--- config.mk ---
export PLATFORM = sky130hd
export DESIGN_NAME = sram_bridge
export DESIGN_NICKNAME = d
export VERILOG_FILES = /design/src/rtl/sram_bridge_pkg.sv /design/src/rtl/sram_bridge_addr_sreg.sv /design/src/rtl/sram_bridge.sv
export SDC_FILE = /design/constraint.sdc
export NUM_CORES = 1
export LEC_CHECK = 0
export BUFFER_PORTS_ARGS = -buffer_cell sky130_fd_sc_hd__buf_4
export CAP_MARGIN = 20
export CELL_PAD_IN_SITES_DETAIL_PLACEMENT = 1
export CELL_PAD_IN_SITES_GLOBAL_PLACEMENT = 2
export CORE_MARGIN = 5
export CORE_UTILIZATION = 25
export CTS_CLUSTER_DIAMETER = 200
export CTS_CLUSTER_SIZE = 20
export DETAILED_ROUTE_END_ITERATION = 10
export GPL_ROUTABILITY_DRIVEN = 0
export PLACE_DENSITY_LB_ADDON = 0.2
export SYNTH_ARGS = -nofsm -noshare
export SYNTH_HDL_FRONTEND = slang
export SYNTH_SLANG_ARGS = --single-unit
--- constraint.sdc ---
create_clock -name avr_clk -period 3.7 [get_ports avr_clk]
set_input_delay 0.185 -clock avr_clk [delete_from_list [all_inputs] [get_ports avr_clk]]
set_output_delay 0.185 -clock avr_clk [all_outputs]
set_load 0.02 [all_outputs]
--- src/rtl/sram_bridge_pkg.sv ---
// sram_bridge_pkg: shared FSM encoding, wait-counter width and strobe patterns
package sram_bridge_pkg;
  localparam int WAIT_W = 4;
  typedef enum logic [2:0] {IDLE, RD_STROBE, RD_LATCH, WR_STROBE, WR_HOLD} state_t;
  typedef struct packed {
    logic ce_n;
    logic oe_n;
    logic we_n;
  } strobe_t;
  localparam strobe_t STROBE_OFF  = '{ce_n: 1'b1, oe_n: 1'b1, we_n: 1'b1};
  localparam strobe_t STROBE_RD   = '{ce_n: 1'b0, oe_n: 1'b0, we_n: 1'b1};
  localparam strobe_t STROBE_WR   = '{ce_n: 1'b0, oe_n: 1'b1, we_n: 1'b0};
  localparam strobe_t STROBE_HOLD = '{ce_n: 1'b0, oe_n: 1'b1, we_n: 1'b1};
endpackage

--- src/rtl/sram_bridge_addr_sreg.sv ---
// addr_sreg: serial address staging register with deferred commit while an access is running
module addr_sreg
  import sram_bridge_pkg::*;
#(
  parameter int ADDR_W = 21
) (
  input  logic              avr_clk,
  input  logic              avr_reset,
  input  logic              avr_si,
  input  logic              avr_sreg_en,
  input  logic              idle,
  input  logic              apply,
  output logic [ADDR_W-1:0] staged,
  output logic              load
);
  logic en_q, fall_q, pend;
  // a commit seen mid-access is parked until the access finishes, then wins over increment
  assign load = (fall_q & idle) | (apply & (pend | fall_q));
  always_ff @(posedge avr_clk) begin
    if (avr_reset) begin
      staged <= '0;
      en_q   <= 1'b0;
      fall_q <= 1'b0;
      pend   <= 1'b0;
    end else begin
      if (avr_sreg_en) staged <= {staged[ADDR_W-2:0], avr_si};
      en_q   <= avr_sreg_en;
      fall_q <= en_q & ~avr_sreg_en;
      pend   <= apply ? 1'b0 : pend | (fall_q & ~idle);
    end
  end
endmodule

--- src/rtl/sram_bridge.sv ---
// sram_bridge: AVR-to-SRAM bus bridge with wait states and optional address auto-increment
module sram_bridge
  import sram_bridge_pkg::*;
#(
  parameter int ADDR_W      = 21,
  parameter int DATA_W      = 8,
  parameter int WAIT_STATES = 1,
  parameter int AUTO_INC    = 1
) (
  input  logic              avr_clk,
  input  logic              avr_reset,
  input  logic              avr_si,
  input  logic              avr_sreg_en,
  input  logic              avr_oe,
  input  logic              avr_we,
  input  logic [DATA_W-1:0] avr_din,
  output logic [DATA_W-1:0] avr_dout,
  output logic              avr_dout_en,
  output logic              avr_busy,
  output logic [ADDR_W-1:0] sram_addr,
  input  logic [DATA_W-1:0] sram_din,
  output logic [DATA_W-1:0] sram_dout,
  output logic              sram_dout_en,
  output logic              sram_ce_n,
  output logic              sram_oe_n,
  output logic              sram_we_n
);
  state_t state, state_n;
  strobe_t strb;
  logic [WAIT_W-1:0] wcnt;
  logic [ADDR_W-1:0] staged;
  logic oe_q, we_q, rd_fall, wr_fall, last, rd_done, apply, load;
  assign last    = wcnt == WAIT_W'(WAIT_STATES);
  assign rd_done = state == RD_STROBE & last;
  assign apply   = rd_done | state == RD_LATCH | state == WR_HOLD;
  addr_sreg #(.ADDR_W(ADDR_W)) u_sreg (
    .avr_clk    (avr_clk),
    .avr_reset  (avr_reset),
    .avr_si     (avr_si),
    .avr_sreg_en(avr_sreg_en),
    .idle       (state == IDLE),
    .apply      (apply),
    .staged     (staged),
    .load       (load)
  );
  always_comb begin
    state_n = state == IDLE      ? (rd_fall ? RD_STROBE : wr_fall ? WR_STROBE : IDLE)
            : state == RD_STROBE ? (last ? RD_LATCH : RD_STROBE)
            : state == WR_STROBE ? (last ? WR_HOLD : WR_STROBE)
            : IDLE;
    strb = state == RD_STROBE ? STROBE_RD
         : state == WR_STROBE ? STROBE_WR
         : state == WR_HOLD   ? STROBE_HOLD
         : STROBE_OFF;
  end
  assign {sram_ce_n, sram_oe_n, sram_we_n} = strb;
  assign sram_dout_en = state == WR_STROBE | state == WR_HOLD;
  assign avr_busy     = ~sram_ce_n;
  assign avr_dout_en  = ~avr_oe & ~avr_busy;
  always_ff @(posedge avr_clk) begin
    if (avr_reset) begin
      state     <= IDLE;
      wcnt      <= '0;
      oe_q      <= 1'b1;
      we_q      <= 1'b1;
      rd_fall   <= 1'b0;
      wr_fall   <= 1'b0;
      sram_addr <= '0;
      avr_dout  <= '0;
      sram_dout <= '0;
    end else begin
      state   <= state_n;
      wcnt    <= state_n != state ? '0 : wcnt + 1'b1;
      oe_q    <= avr_oe;
      we_q    <= avr_we;
      rd_fall <= oe_q & ~avr_oe;
      wr_fall <= we_q & ~avr_we;
      if (state == IDLE & ~rd_fall & wr_fall) sram_dout <= avr_din;
      if (rd_done) avr_dout <= sram_din;
      if (load) sram_addr <= staged;
      else if (AUTO_INC != 0 && (rd_done | state == WR_HOLD)) sram_addr <= sram_addr + ADDR_W'(1);
    end
  end
endmodule
After elaboration in Yosys (flattened, before gate mapping)
Index checks and enable logic that the tools add are counted.
W data, S select, Z words.
{"block": "word_totals", "ram_bits": 0, "input_bits": 22, "regBits": 72, "output_inout_bits": 43, "romBits": 0, "latchBits": 0, "memories": 0}
{"block": "op_classes", "n_div": 0, "add_sub_neg": 2, "bitwise_logic": 23, "n_mux": 12, "shifts": 0, "reduce_logical": 4, "eq_ne": 6, "order_cmp": 0, "multipliers": 0}
{"cell": "$mux W21", "n": 2}
{"cell": "$add A21 B1 Y21 const B", "n": 1}
{"cell": "$mux W3", "n": 7}
{"cell": "$and A1 B1 Y1", "n": 10}
{"cell": "$or A1 B1 Y1", "n": 7}
{"cell": "$eq A3 B2 Y1 const B", "n": 2}
{"cell": "$mux W2", "n": 3}
{"cell": "$not A1 Y1", "n": 6}
{"cell": "$add A4 B1 Y4 const B", "n": 1}
{"cell": "$eq A4 B1 Y1 const B", "n": 1}
{"cell": "$reduce_or A2 Y1", "n": 2}
{"cell": "$eq A3 B1 Y1 const B", "n": 1}
{"cell": "$eq A3 B3 Y1 const B", "n": 1}
{"cell": "$logic_not A3 Y1", "n": 1}
{"cell": "$ne A3 B3 Y1", "n": 1}
{"cell": "$reduce_bool A2 Y1", "n": 1}

Longest topological paths before layout
Gate-level depths: netlist of the first run.
{"block": "depth", "ltp_word": 7, "depth_mapped": 9, "depth_no_buf": 7}

Modules after synthesis
A second synthesis of the first run with hierarchy kept.
{"block": "unflattened", "cells_unflattened": 371, "hier_area_um2": 3360.7}
{"mod": "sram_bridge", "cells_per_inst": 292, "area_each_um2": 2487.4, "n_inst": 1, "seq_area_each_um2": 960.9}
{"mod": "addr_sreg", "cells_per_inst": 79, "area_each_um2": 873.3, "n_inst": 1, "seq_area_each_um2": 480.5}

Least setup slack after synthesis of the first run
No wires, ideal clock.
{"block": "synth_path", "path_type": "register to register", "start": "reg sram_addr[0]", "end": "reg sram_addr[20]", "path_slack_ns": 1.872, "arrival_time_ns": 1.757, "path_stages_with_launch": 7, "required_time_ns": 3.629, "cell_sequence": "dfxtp_1 -> ha_1 -> and3_1 -> nand4_1 -> or3_1 -> a211o_1 -> a21oi_1"}
{"block": "synth_via", "elab_chain_cells": 3}
{"item": "from (decl)", "line": "sram_bridge.sv:20", "source": "output logic [ADDR_W-1:0] sram_addr,"}
{"item": "from (signal assigned)", "line": "sram_bridge.sv:80", "source": "if (load) sram_addr <= staged;"}
{"item": "from (signal assigned)", "line": "sram_bridge.sv:81", "source": "else if (AUTO_INC != 0 && (rd_done | state == WR_HOLD)) sram_addr <= sram_addr + ADDR_W'(1);"}
{"item": "$add A21 B1 Y21", "line": "sram_bridge.sv:81"}
{"item": "$mux W21", "line": "sram_bridge.sv:81"}
{"item": "$mux W21", "line": "sram_bridge.sv:80"}
No other way between the ends. The select of a mux whose other input is x is not followed.
A chain may end at the register's enable or synchronous reset.

Final worst setup path of the first run
{"block": "layout_path", "start": "reg state[0]", "end": "reg sram_addr[18]"}
{"block": "layout_via", "elab_chain_cells": 7, "word_cells_on_any_way": 13, "classes_between": "eq/ne: 3; mux: 1; bitwise: 7; reduce/logical: 2"}
{"item": "from (decl)", "line": "sram_bridge.sv:28", "source": "state_t state, state_n;"}
{"item": "from (signal assigned)", "line": "sram_bridge.sv:72", "source": "state <= state_n;"}
{"item": "$eq A3 B1 Y1", "line": "sram_bridge.sv:34", "source": "assign rd_done = state == RD_STROBE & last;"}
{"item": "$and A1 B1 Y1", "line": "sram_bridge.sv:34"}
{"item": "$or A1 B1 Y1 (2 in series)", "line": "sram_bridge.sv:35", "source": "assign apply = rd_done | state == RD_LATCH | state == WR_HOLD;"}
{"item": "$and A1 B1 Y1", "line": "sram_bridge_addr_sreg.sv:18", "source": "assign load = (fall_q & idle) | (apply & (pend | fall_q));"}
{"item": "$or A1 B1 Y1", "line": "sram_bridge_addr_sreg.sv:18"}
{"item": "$mux W21 or $reduce_bool A2 Y1 (tied branches)"}
Parallel ways exist; a longest one is shown, timed or not.

==> results.md, run 1 <==
- Result of the run: complete, no violations
- Horizontal die dimension: ~120 um
- Worst hold-check path type: in -> reg
- Final Hold Fails: 0
- Met1 routing resource usage after global routing: between 10% and 20%
- Fraction of final layout cells sized beyond drive strength 1: 24.1%
- Highest-utilization routing layer at the global route stage: met2
- Layout Nets: 426
- Sum Neg Setup Slack: 0 ns
- Number of enable flip-flop cells after synthesis: 0
- Type of element capturing the critical path: flop
- Net count after synthesis: between 300 and 400
- Cell count after synthesis: roughly 340
- Deepest level of the CTS H-tree: 3
- Number of global-route vias before repair: roughly 2.7k
- M2 GR Usage: a little under a fifth
- Int Pwr: approximately 1.5 mW
- Least setup slack across all paths after layout: roughly 1.1 ns
- Area of the core region: ~12000 um^2
- Number of buffers inserted by post-CTS setup repair: 0
- Final design utilization: around 33%
- Total track usage: 12.2%
- Worst Skew: a little over 0.008 ns
- Most Frequent Cell on Critical Path: sky130_fd_sc_hd__a21oi_1
- Period Utilization, post-route: between 60% and 70%
- Standard-cell row count: 41
- Initial antenna violation count: 0
- Maximum number of pins on one net before global-route repair: 67
- Maximum buffer depth of the clock tree: 2
- Sum of overflow across all layers after global routing: 0
- Height of the die: ~120 um
- Wire length after detailed routing: between 8000 and 9000 um
- Synth area leader: sky130_fd_sc_hd__dfxtp_1
- Number of DRC markers in iteration 0: 98
- Total number of yosys warnings: 0
- Share of flip-flops with an asynchronous set or reset after synthesis: 0%
- Seq pwr share: a little over two fifths
- Lkg Pwr: ~1.6 nW
- CP Launch Type: flop
- Final setup violation count: 0
- Avg Inst Size Synth: 9.15 um^2
- Synth area leaders: sky130_fd_sc_hd__dfxtp_1, sky130_fd_sc_hd__mux2i_1, sky130_fd_sc_hd__nor2_1, sky130_fd_sc_hd__xnor2_1, sky130_fd_sc_hd__a21oi_1
- Total I/O pin count: 65
- Filler-free cell count of the finished design: 578
- Number of max-slew violations in the final report: 0
- Post-synthesis to final-layout area growth: 29.6%
- CTS sink count: just over 70
- Mapped cell area: between 3000 and 4000 um^2
- HPWL after detailed placement: between 6000 and 7000 um
- Port Buf Inserts: 64
- Number of iterations in the first detailed-routing pass: 4
- Worst path arrival time: about 2.8 ns
- Wire length of the first global-routing pass: 14200 um
- CTS clk-pin slew, worst paths: 0.06 ns
- Switching fraction of total power: between 20% and 30%
- Critical-path top delay cell: sky130_fd_sc_hd__nor3b_2
- Drt wl/cell: 15.2 um
- Initial cell density of the core: 25.3%
- Post-cts sizing count: 0
- Maximum capacitance violations: 0
- Sequential element share of the synthesized area: a little under half
- Overall via count from detail_route: ~2.6k
- RSZ-0062 raised after global routing: false
- Top cell type's share of synthesized area: between 40 and 50%
- Number of diodes added for antenna fixing: 0
- Placed Cells: 562
- Most frequent cell after synthesis: sky130_fd_sc_hd__dfxtp_1
- Crit path time final: 2.55 ns
- Type of the worst setup path: reg -> reg
- Switching Power: 0.453 mW
- Slowest cell delay on critical path: roughly 0.66 ns
- Global Route met3 Usage: 1.94%
- VDD IR max: between 0.00015 and 0.0002 V
- Clock share of power: between 40% and 50%
- Worst-margin pin slew: between 0.7 and 0.8 ns
- Clock tree from TritonCTS: built
- Worst-case headroom to the max-slew limit: between 50% and 60%
- Logic gate share of total power: roughly 9.0%
- Worst slack after detailed placement: between 1 and 1.5 ns
- Critical path required time: 3.95 ns
- Post-route DRC violation count: 0
- Die area: around 15000 um^2
- Cell-by-cell trace of the critical path: nor3b_2, a21oi_2, a21oi_1, a22oi_1, a21oi_1
- Total CTS buffers: 9
- Number of distinct standard cells referenced by the synthesized netlist: between 40 and 50
- Clock network latency to the later pin of the worst-skew pair: between 0.3 and 0.4 ns
- Post-detailed-route via-to-cell ratio: 4.56
- Most used flip-flop cell after synthesis: sky130_fd_sc_hd__dfxtp_1
- Fmax achieved: 0.392 GHz
- Ranking of synthesized cells by instance count: sky130_fd_sc_hd__dfxtp_1, sky130_fd_sc_hd__nor2_1, sky130_fd_sc_hd__mux2i_1
- Clock Root Buffer: sky130_fd_sc_hd__clkbuf_16
- Antenna-violating nets left: 0
- Post-CTS Hold Fix Bufs: 0
- Crit Path Max Fanout: 11
- PwrDens: about 470 nW/um^2
- Number of synthesized register bits: 72
[path summary, 6_finish.rpt]
path / depth (start not counted) / startpoint / slack [ns] / endpoint
worst min-delay path: 2 / avr_we / 0.05 / we_q
worst max register to register: 5 / state[0] / 1.15 / sram_addr[18]
worst max-delay path: 5 / state[0] / 1.15 / sram_addr[18]
worst min register to register: 2 / oe_q / 0.41 / rd_fall
[final cells by class]
class / instances / area, um^2
Fill cell: 1449 / 8380
Multi-Input combinational cell: 245 / 1580
Sequential cell: 72 / 1440
Timing Repair Buffer: 67 / 503
Clock buffer: 14 / 284
Tap cell: 172 / 215
Clock inverter: 2 / 35.0
Inverter: 6 / 22.5
[layer usage]
| layer | wire length (um) | up-vias |
|---|---|---|
| met5 | 0 | - |
| li1 | - | 1326 |
| met1 | 4230 | 1262 |
| met2 | 4040 | 37 |
| met3 | 318 | 8 |
| met4 | 171 | 0 |
[flip-flops by register name, indices dropped and copies added (netlist names)]
register / count
sram_addr: 21
rd_fall: 1
u_sreg.pend: 1
oe_q: 1
wcnt: 4
we_q: 1
u_sreg.staged: 21
avr_dout: 8
u_sreg.fall_q: 1
sram_dout: 8
state: 3
wr_fall: 1
u_sreg.en_q: 1
[logic make-up after synthesis]
logic type      synth area share [%]
mux                             9.22
compound gates                  13.0
xor+xnor                        4.73
simple gates                    21.9
buf+inv                         4.21
fa+ha+maj                       1.19
flops                           45.8
[stage by stage]
step                area, um^2  hold slack, ns  power [mW]
floorplan                 3150           0.303       0.945
global placement          3760           0.392        1.01
detailed placement        3760           0.396        1.01
CTS                       4080          0.0454        1.94
global route              4080          0.0498        1.99
finish                    4080          0.0535        1.91
[worst max-delay path: cells and delay by family (launching register included)]
family / cells / cell delay [ns]
AOI/OAI and AO/OA: 4 / 1.31
DFF: 1 / 0.49
and+or+nand+nor: 1 / 0.66
[power by group through the flow]
stage / Clock [mW] / Sequential [mW] / Combinational [mW]
2_1_floorplan: 0 / 0.836 / 0.108
3_3_place_gp: 0 / 0.831 / 0.175
3_5_place_dp: 0 / 0.833 / 0.176
4_1_cts: 0.949 / 0.816 / 0.177
5_1_grt: 0.986 / 0.819 / 0.190
6_report: 0.926 / 0.816 / 0.172
[cell usage in the layout (no fill, tap or decap), drive strengths merged, types with 3 or more instances in the layout]
master	count
nor3b	4
nor2b	3
mux2i	29
xnor2	13
a211oi	14
ha	3
nand3	13
and4	4
nand4	7
inv	6
xor2	4
a22oi	6
o21ai	9
nor2	61
nand2	23
nor3	6
dfxtp	72
or2	3
buf	67
a21oi	18
clkbuf	14
nor4	6
No activity file was read; power rests on OpenSTA's default activity.
==> run 2: changes to the inputs <==
Clock period 3.7 ns to 2.6 ns, I/O delays scaled along.
==> results.md, run 2 (synthesis results as in run 1) <==
- Result of the run: complete, no violations
- Number of diodes added for antenna fixing: 0
- Post-detailed-route via-to-cell ratio: 4.61
- RSZ-0062 raised after global routing: false
- Type of element capturing the critical path: flop
- Fraction of final layout cells sized beyond drive strength 1: about 25%
- Standard-cell row count: between 40 and 50
- Most common cell after layout, fill and taps aside: sky130_fd_sc_hd__dfxtp_1
- Worst path arrival time: around 2.5 ns
- Maximum capacitance violations: 0
- Int Pwr: 2.29 mW
- Total track usage: between 10% and 20%
- Cell-by-cell trace of the critical path: ha_1, nor3b_1, a21oi_2, buf_4, a21oi_1, a22oi_1, a21oi_1
- PwrDens: slightly above 700 nW/um^2
- Maximum buffer depth of the clock tree: 2
- Wire length of the first global-routing pass: between 10000 and 15000 um
- # fillers: 1439
- Deepest level of the CTS H-tree: 3
- Height of the die: around 120 um
- Lkg Pwr: 1.66 nW
- Number of DRC markers in iteration 0: roughly 130
- R2r endpoint: sram_addr[17]
- Slowest cell delay on critical path: 0.64 ns
- Sum of overflow across all layers after global routing: 0
- Number of max-slew violations in the final report: 0
- Seq pwr share: between 30% and 40%
- Switching Power: between 0.6 and 0.7 mW
- Clock share of power: 52.0%
- HPWL after detailed placement: 6000 um
- Total I/O pin count: 65
- Area of the core region: ~12000 um^2
- Most Frequent Cell on Critical Path: sky130_fd_sc_hd__a21oi_1
- Post-synthesis to final-layout area growth: 31.8%
- Worst-margin pin slew: about 0.99 ns
- Clock tree from TritonCTS: built
- Worst-case headroom to the max-slew limit: 34.2%
- Buf/Inv on CP: 1
- Worst slack after detailed placement: 0.326 ns
- Total CTS buffers: 9
- Crit path time final: 2.27 ns
- Filler-free cell count of the finished design: 580
- Worst hold-check path type: in -> reg
- End point of the most critical hold path: oe_q
- Initial cell density of the core: between 20% and 30%
- Post-layout total power: roughly 3 mW
- Die area: ~15000 um^2
- Worst Skew: around 0.0048 ns
- Switching fraction of total power: around 22%
- Least setup slack across all paths after layout: 0.326 ns
- Highest-count cells in the layout ignoring fill and taps: sky130_fd_sc_hd__dfxtp_1, sky130_fd_sc_hd__buf_4, sky130_fd_sc_hd__nor2_1, sky130_fd_sc_hd__mux2i_1, sky130_fd_sc_hd__nand2_1
- Horizontal die dimension: 122 um
- CTS clk-pin slew, worst paths: ~0.060 ns
- Logic gate share of total power: under 10%
- Sum Neg Setup Slack: 0 ns
- CP Launch Type: flop
- Final Hold Fails: 0
- Initial antenna violation count: 0
- Post-route DRC violation count: 0
- VDD IR max: 0.000247 V
- Port Buf Inserts: between 60 and 70
- Period Utilization, post-route: a little under 90%
- Maximum number of pins on one net before global-route repair: 67
- Drt wl/cell: 14.8 um
- Clock Root Buffer: sky130_fd_sc_hd__clkbuf_16
- Hold Crit Start: avr_oe
- Register-to-Register Setup Slack: around 0.33 ns
- Cells on worst reg2reg path: 7
- Number of iterations in the first detailed-routing pass: 6
- Number of global-route vias before repair: roughly 2.7k
- Biggest registers after layout: sram_addr (21), u_sreg.staged (21)
- Crit Path Max Fanout: 10
- Reg-to-Reg Start: wcnt[0]
- Layout Nets: approximately 430
- Fmax achieved: 0.440 GHz
- Number of cells on the worst hold path: 2
- Overall via count from detail_route: ~2.7k
- Number of buffers inserted by post-CTS setup repair: 0
- Clock network latency to the later pin of the worst-skew pair: ~0.33 ns
- Placed Cells: ~560
- Critical-path top delay cell: sky130_fd_sc_hd__a21oi_1
- Crit-path leading delay family: compound AO/OA/AOI/OAI gates
- Antenna-violating nets left: 0
- Critical path required time: about 2.9 ns
- Final setup violation count: 0
- Type of the worst setup path: reg -> reg
- Wire length after detailed routing: approximately 8600 um
- CTS sink count: between 70 and 80
## run 2: power by group through the flow
stage / registers (mW) / logic, mW / clock network, mW
final: 1.16 / 0.252 / 1.53
after global routing: 1.17 / 0.278 / 1.61
after CTS: 1.16 / 0.259 / 1.57
after detailed placement: 1.19 / 0.257 / 0
after global placement: 1.18 / 0.255 / 0
after floorplan: 1.19 / 0.154 / 0
## run 2: through the flow
stage               utilization [%]  instance area, um^2  hold WS (ns)
finish                         33.3                 4150        0.0230
global route                   33.3                 4150        0.0251
CTS                            33.3                 4150        0.0153
detailed placement             30.3                 3770         0.337
global placement               30.3                 3770         0.337
floorplan                         -                 3150         0.248
## run 2: worst max path at each step
stage                          endpoint  slack (ns)    startpoint  depth (start not counted)
after floorplan           sram_addr[20]        0.77  sram_addr[0]                          6
after global placement    sram_addr[17]        0.37       wcnt[0]                          7
after detailed placement  sram_addr[17]        0.33       wcnt[0]                          7
after CTS                 sram_addr[17]        0.30       wcnt[0]                          7
after global routing      sram_addr[17]        0.17       wcnt[0]                          7
final                     sram_addr[17]        0.33       wcnt[0]                          7
## run 2: area by class of cell
class,instances,area (um^2),area share [%]
multi-input cells,245,1580,38.1
well taps,172,215,5.19
inverters,6,22.5,0.543
clock inverters,6,130,3.14
clock buffers,10,239,5.76
flip-flops and latches,72,1440,34.7
repair buffers,69,520,12.5
## run 2: worst reg2reg max path: cells and delay by family (launching register included)
kind | cells | cell delay, ns
fa+ha+maj | 1 | 0.19
flops | 1 | 0.38
simple gates | 1 | 0.31
compound gates | 4 | 1.14
buf+inv | 1 | 0.19
## run 2: metal layers
metal	track usage (%)	vias up	routed length, um
met5	0	-	0
met4	5.74	0	159
met3	2.17	12	327
met2	19.3	40	4080
met1	15.4	1286	4050
li1	-	1334	-
## run 2: repair_timing
action,in CTS,in global routing
endpoints found under the hold margin,1,0
resized for setup,0,0
hold buffers,1,0
==> run 3: changes to the inputs <==
Settings changed: ABC_AREA from default to 1.
==> results.md, run 3 <==
- Number of enable flip-flop cells after synthesis: 0
- Height of the die: 124 um
- Least setup slack across all paths after layout: roughly 0.63 ns
- Fmax achieved: 0.507 GHz
- Worst-margin pin slew: 0.641 ns
- Layout Nets: between 500 and 600
- Deepest level of the CTS H-tree: 3
- Reg-to-Reg Start: wcnt[1]
- Biggest registers after layout: sram_addr (21), u_sreg.staged (21)
- Total CTS buffers: 9
- Period Utilization, post-route: about three quarters
- Port Buf Inserts: 64
- Number of distinct standard cells referenced by the synthesized netlist: 33
- Most common cell after layout, fill and taps aside: sky130_fd_sc_hd__nor2_1
- Total number of yosys warnings: 0
- # fillers: between 1.5k and 2k
- Standard-cell row count: slightly above 40
- CTS clk-pin slew, worst paths: 0.06 ns
- Post-layout total power: roughly 2.7 mW
- Type of element capturing the critical path: flop
- Drt wl/cell: around 14 um
- Synth area leader: sky130_fd_sc_hd__dfxtp_1
- Initial antenna violation count: 0
- HPWL after detailed placement: approximately 7100 um
- Worst Skew: approximately 0.0065 ns
- Top cell type's share of synthesized area: around 45%
- Maximum capacitance violations: 0
- Sum Neg Setup Slack: 0 ns
- Post-cts sizing count: 0
- Number of DRC markers in iteration 0: just under 100
- Clock tree from TritonCTS: built
- Net count after synthesis: 460
- Hold Crit Start: avr_din[4]
- Final setup violation count: 0
- Sequential element share of the synthesized area: between 40% and 50%
- Horizontal die dimension: ~120 um
- Critical path required time: roughly 2.9 ns
- Share of flip-flops with an asynchronous set or reset after synthesis: 0%
- Crit Path Max Fanout: 20
- Synth area leaders: sky130_fd_sc_hd__dfxtp_1, sky130_fd_sc_hd__nor2_1, sky130_fd_sc_hd__nand2_1, sky130_fd_sc_hd__inv_1, sky130_fd_sc_hd__o21ai_0
- Highest-count cells in the layout ignoring fill and taps: sky130_fd_sc_hd__nor2_1, sky130_fd_sc_hd__dfxtp_1, sky130_fd_sc_hd__buf_4, sky130_fd_sc_hd__nand2_1, sky130_fd_sc_hd__inv_1
- Worst slack after detailed placement: 0.618 ns
- Antenna-violating nets left: 0
- Type of the worst setup path: reg -> reg
- Initial cell density of the core: 25.6%
- Slowest cell delay on critical path: about 0.36 ns
- RSZ-0062 raised after global routing: false
- Sum of overflow across all layers after global routing: 0
- Post-route DRC violation count: 0
- Worst hold-check path type: in -> reg
- Most frequent cell after synthesis: sky130_fd_sc_hd__nor2_1
- Critical-path top delay cell: sky130_fd_sc_hd__dfxtp_1
- Avg Inst Size Synth: about 7.4 um^2
- Most used flip-flop cell after synthesis: sky130_fd_sc_hd__dfxtp_1
- Number of max-slew violations in the final report: 0
- Cell-by-cell trace of the critical path: inv_1, ha_1, nand2_1, nor2_4, nand2_4, nand4_4, nand2_2, buf_4, nand3_1, nand3_1, nand2_1, inv_1
- Post-synthesis to final-layout area growth: 30.4%
- Result of the run: complete, no violations
- Startpoint of the worst setup timing path: wcnt[1]
- Worst-case headroom to the max-slew limit: a little under three fifths
- Number of global-route vias before repair: between 2k and 3k
- Final Hold Fails: 0
- Total I/O pin count: 65
- Number of diodes added for antenna fixing: 0
- Wire length after detailed routing: around 9000 um
- Number of synthesized register bits: between 70 and 80
- Cell count after synthesis: 435
- Ranking of synthesized cells by instance count: sky130_fd_sc_hd__nor2_1, sky130_fd_sc_hd__dfxtp_1, sky130_fd_sc_hd__nand2_1
- Wire length of the first global-routing pass: 14700 um
- Mapped cell area: 3230 um^2
- Lkg Pwr: around 1.8 nW
- CTS sink count: 72
- Area of the core region: between 10000 and 15000 um^2
- Clock network latency to the later pin of the worst-skew pair: between 0.3 and 0.4 ns
- Total track usage: between 10 and 15%
- CP Launch Type: flop
- Crit path time final: approximately 2 ns
- VDD IR max: ~0.00028 V
- Worst path arrival time: about 2.3 ns
- Number of iterations in the first detailed-routing pass: 4
- Die area: about 15000 um^2
- Clock Root Buffer: sky130_fd_sc_hd__clkbuf_16
- PwrDens: ~650 nW/um^2
- Overall via count from detail_route: approximately 2.9k
- Fraction of final layout cells sized beyond drive strength 1: 20.0%
- Maximum buffer depth of the clock tree: 2
- Post-detailed-route via-to-cell ratio: 4.28
- Maximum number of pins on one net before global-route repair: 35
run 3: changes by cell type in the layout (fill, tap and decap cells not counted), moves of 6 or more:
cell / change
sky130_fd_sc_hd__nand2_1: +38
sky130_fd_sc_hd__xor2_1: +9
sky130_fd_sc_hd__nand3_1: +19
sky130_fd_sc_hd__mux2i_1: -29
sky130_fd_sc_hd__o22ai_1: +19
sky130_fd_sc_hd__o21ai_0: +30
sky130_fd_sc_hd__xnor2_1: -10
sky130_fd_sc_hd__a211oi_1: -9
sky130_fd_sc_hd__nand4_1: -6
sky130_fd_sc_hd__nor2_1: +26
sky130_fd_sc_hd__inv_1: +51
sky130_fd_sc_hd__a22oi_1: -6
run 3: per-layer routing:
layer / routed length, um / global-route usage (%) / part of all wire, %
met1: 4650 / 17.5 / 50
met2: 4090 / 18.5 / 44
met3: 307 / 2.27 / 3.3
met4: 171 / 5.81 / 1.9
met5: 0 / 0 / 0
run 3: worst paths after layout:
path | to | slack, ns | cells after the start
worst max register to register | sram_addr[20] | 0.63 | 12
worst min-delay path | sram_dout[4] | 0.02 | 3
worst min register to register | wr_fall | 0.41 | 2
worst max-delay path | sram_addr[20] | 0.63 | 12
run 3: cell type report:
type / instances / area, um^2 / share of cell area, %
multi-input combinational: 290 / 1480 / 35.2
sequential: 72 / 1440 / 34.3
timing repair buffer: 69 / 526 / 12.5
clock buffer: 12 / 267 / 6.34
inverter: 59 / 226 / 5.38
tap: 172 / 215 / 5.12
clock inverter: 4 / 51.3 / 1.22
run 3: cell families after synthesis:
group | Yosys count | share of synthesized area (%)
DFF | 72 | 44.7
AOI/OAI and AO/OA | 71 | 11.9
buffers and inverters | 73 | 9.43
and+or+nand+nor | 200 | 28.5
adders and majority gates | 3 | 1.16
xor gates and xnor gates | 16 | 4.34
run 3: power by group:
group / internal, mW / total (mW) / switching (mW) / leakage (nW)
clock: 0.821 / 1.29 / 0.473 / 0.155
combinational: 0.104 / 0.268 / 0.164 / 1.03
sequential: 1.14 / 1.16 / 0.0253 / 0.584
run 3: timing repair:
| item | 4_1_cts | 5_1_grt |
|---|---|---|
| hold buffers | 3 | 0 |
| hold endpoints to repair | 3 | 0 |
| setup buffers | 0 | 0 |
run 3: worst max-delay path, delay by kind of cell, from the launching register on:
| family | cells | cell delay, ns |
|---|---|---|
| flops | 1 | 0.36 |
| simple gates | 8 | 1.01 |
| fa+ha+maj | 1 | 0.17 |
| buf+inv | 3 | 0.36 |
run 3: stage by stage:
step / area, um^2 / instances / util [%] / hold WS (ns)
finish: 4210 / 678 / 33.3 / 0.0199
global route: 4210 / 678 / 33.3 / 0.0330
CTS: 4210 / 678 / 33.3 / 0.00502
detailed placement: 3860 / 659 / 30.6 / 0.338
global placement: 3860 / 659 / 30.6 / 0.335
floorplan: 3230 / 435 / - / 0.225
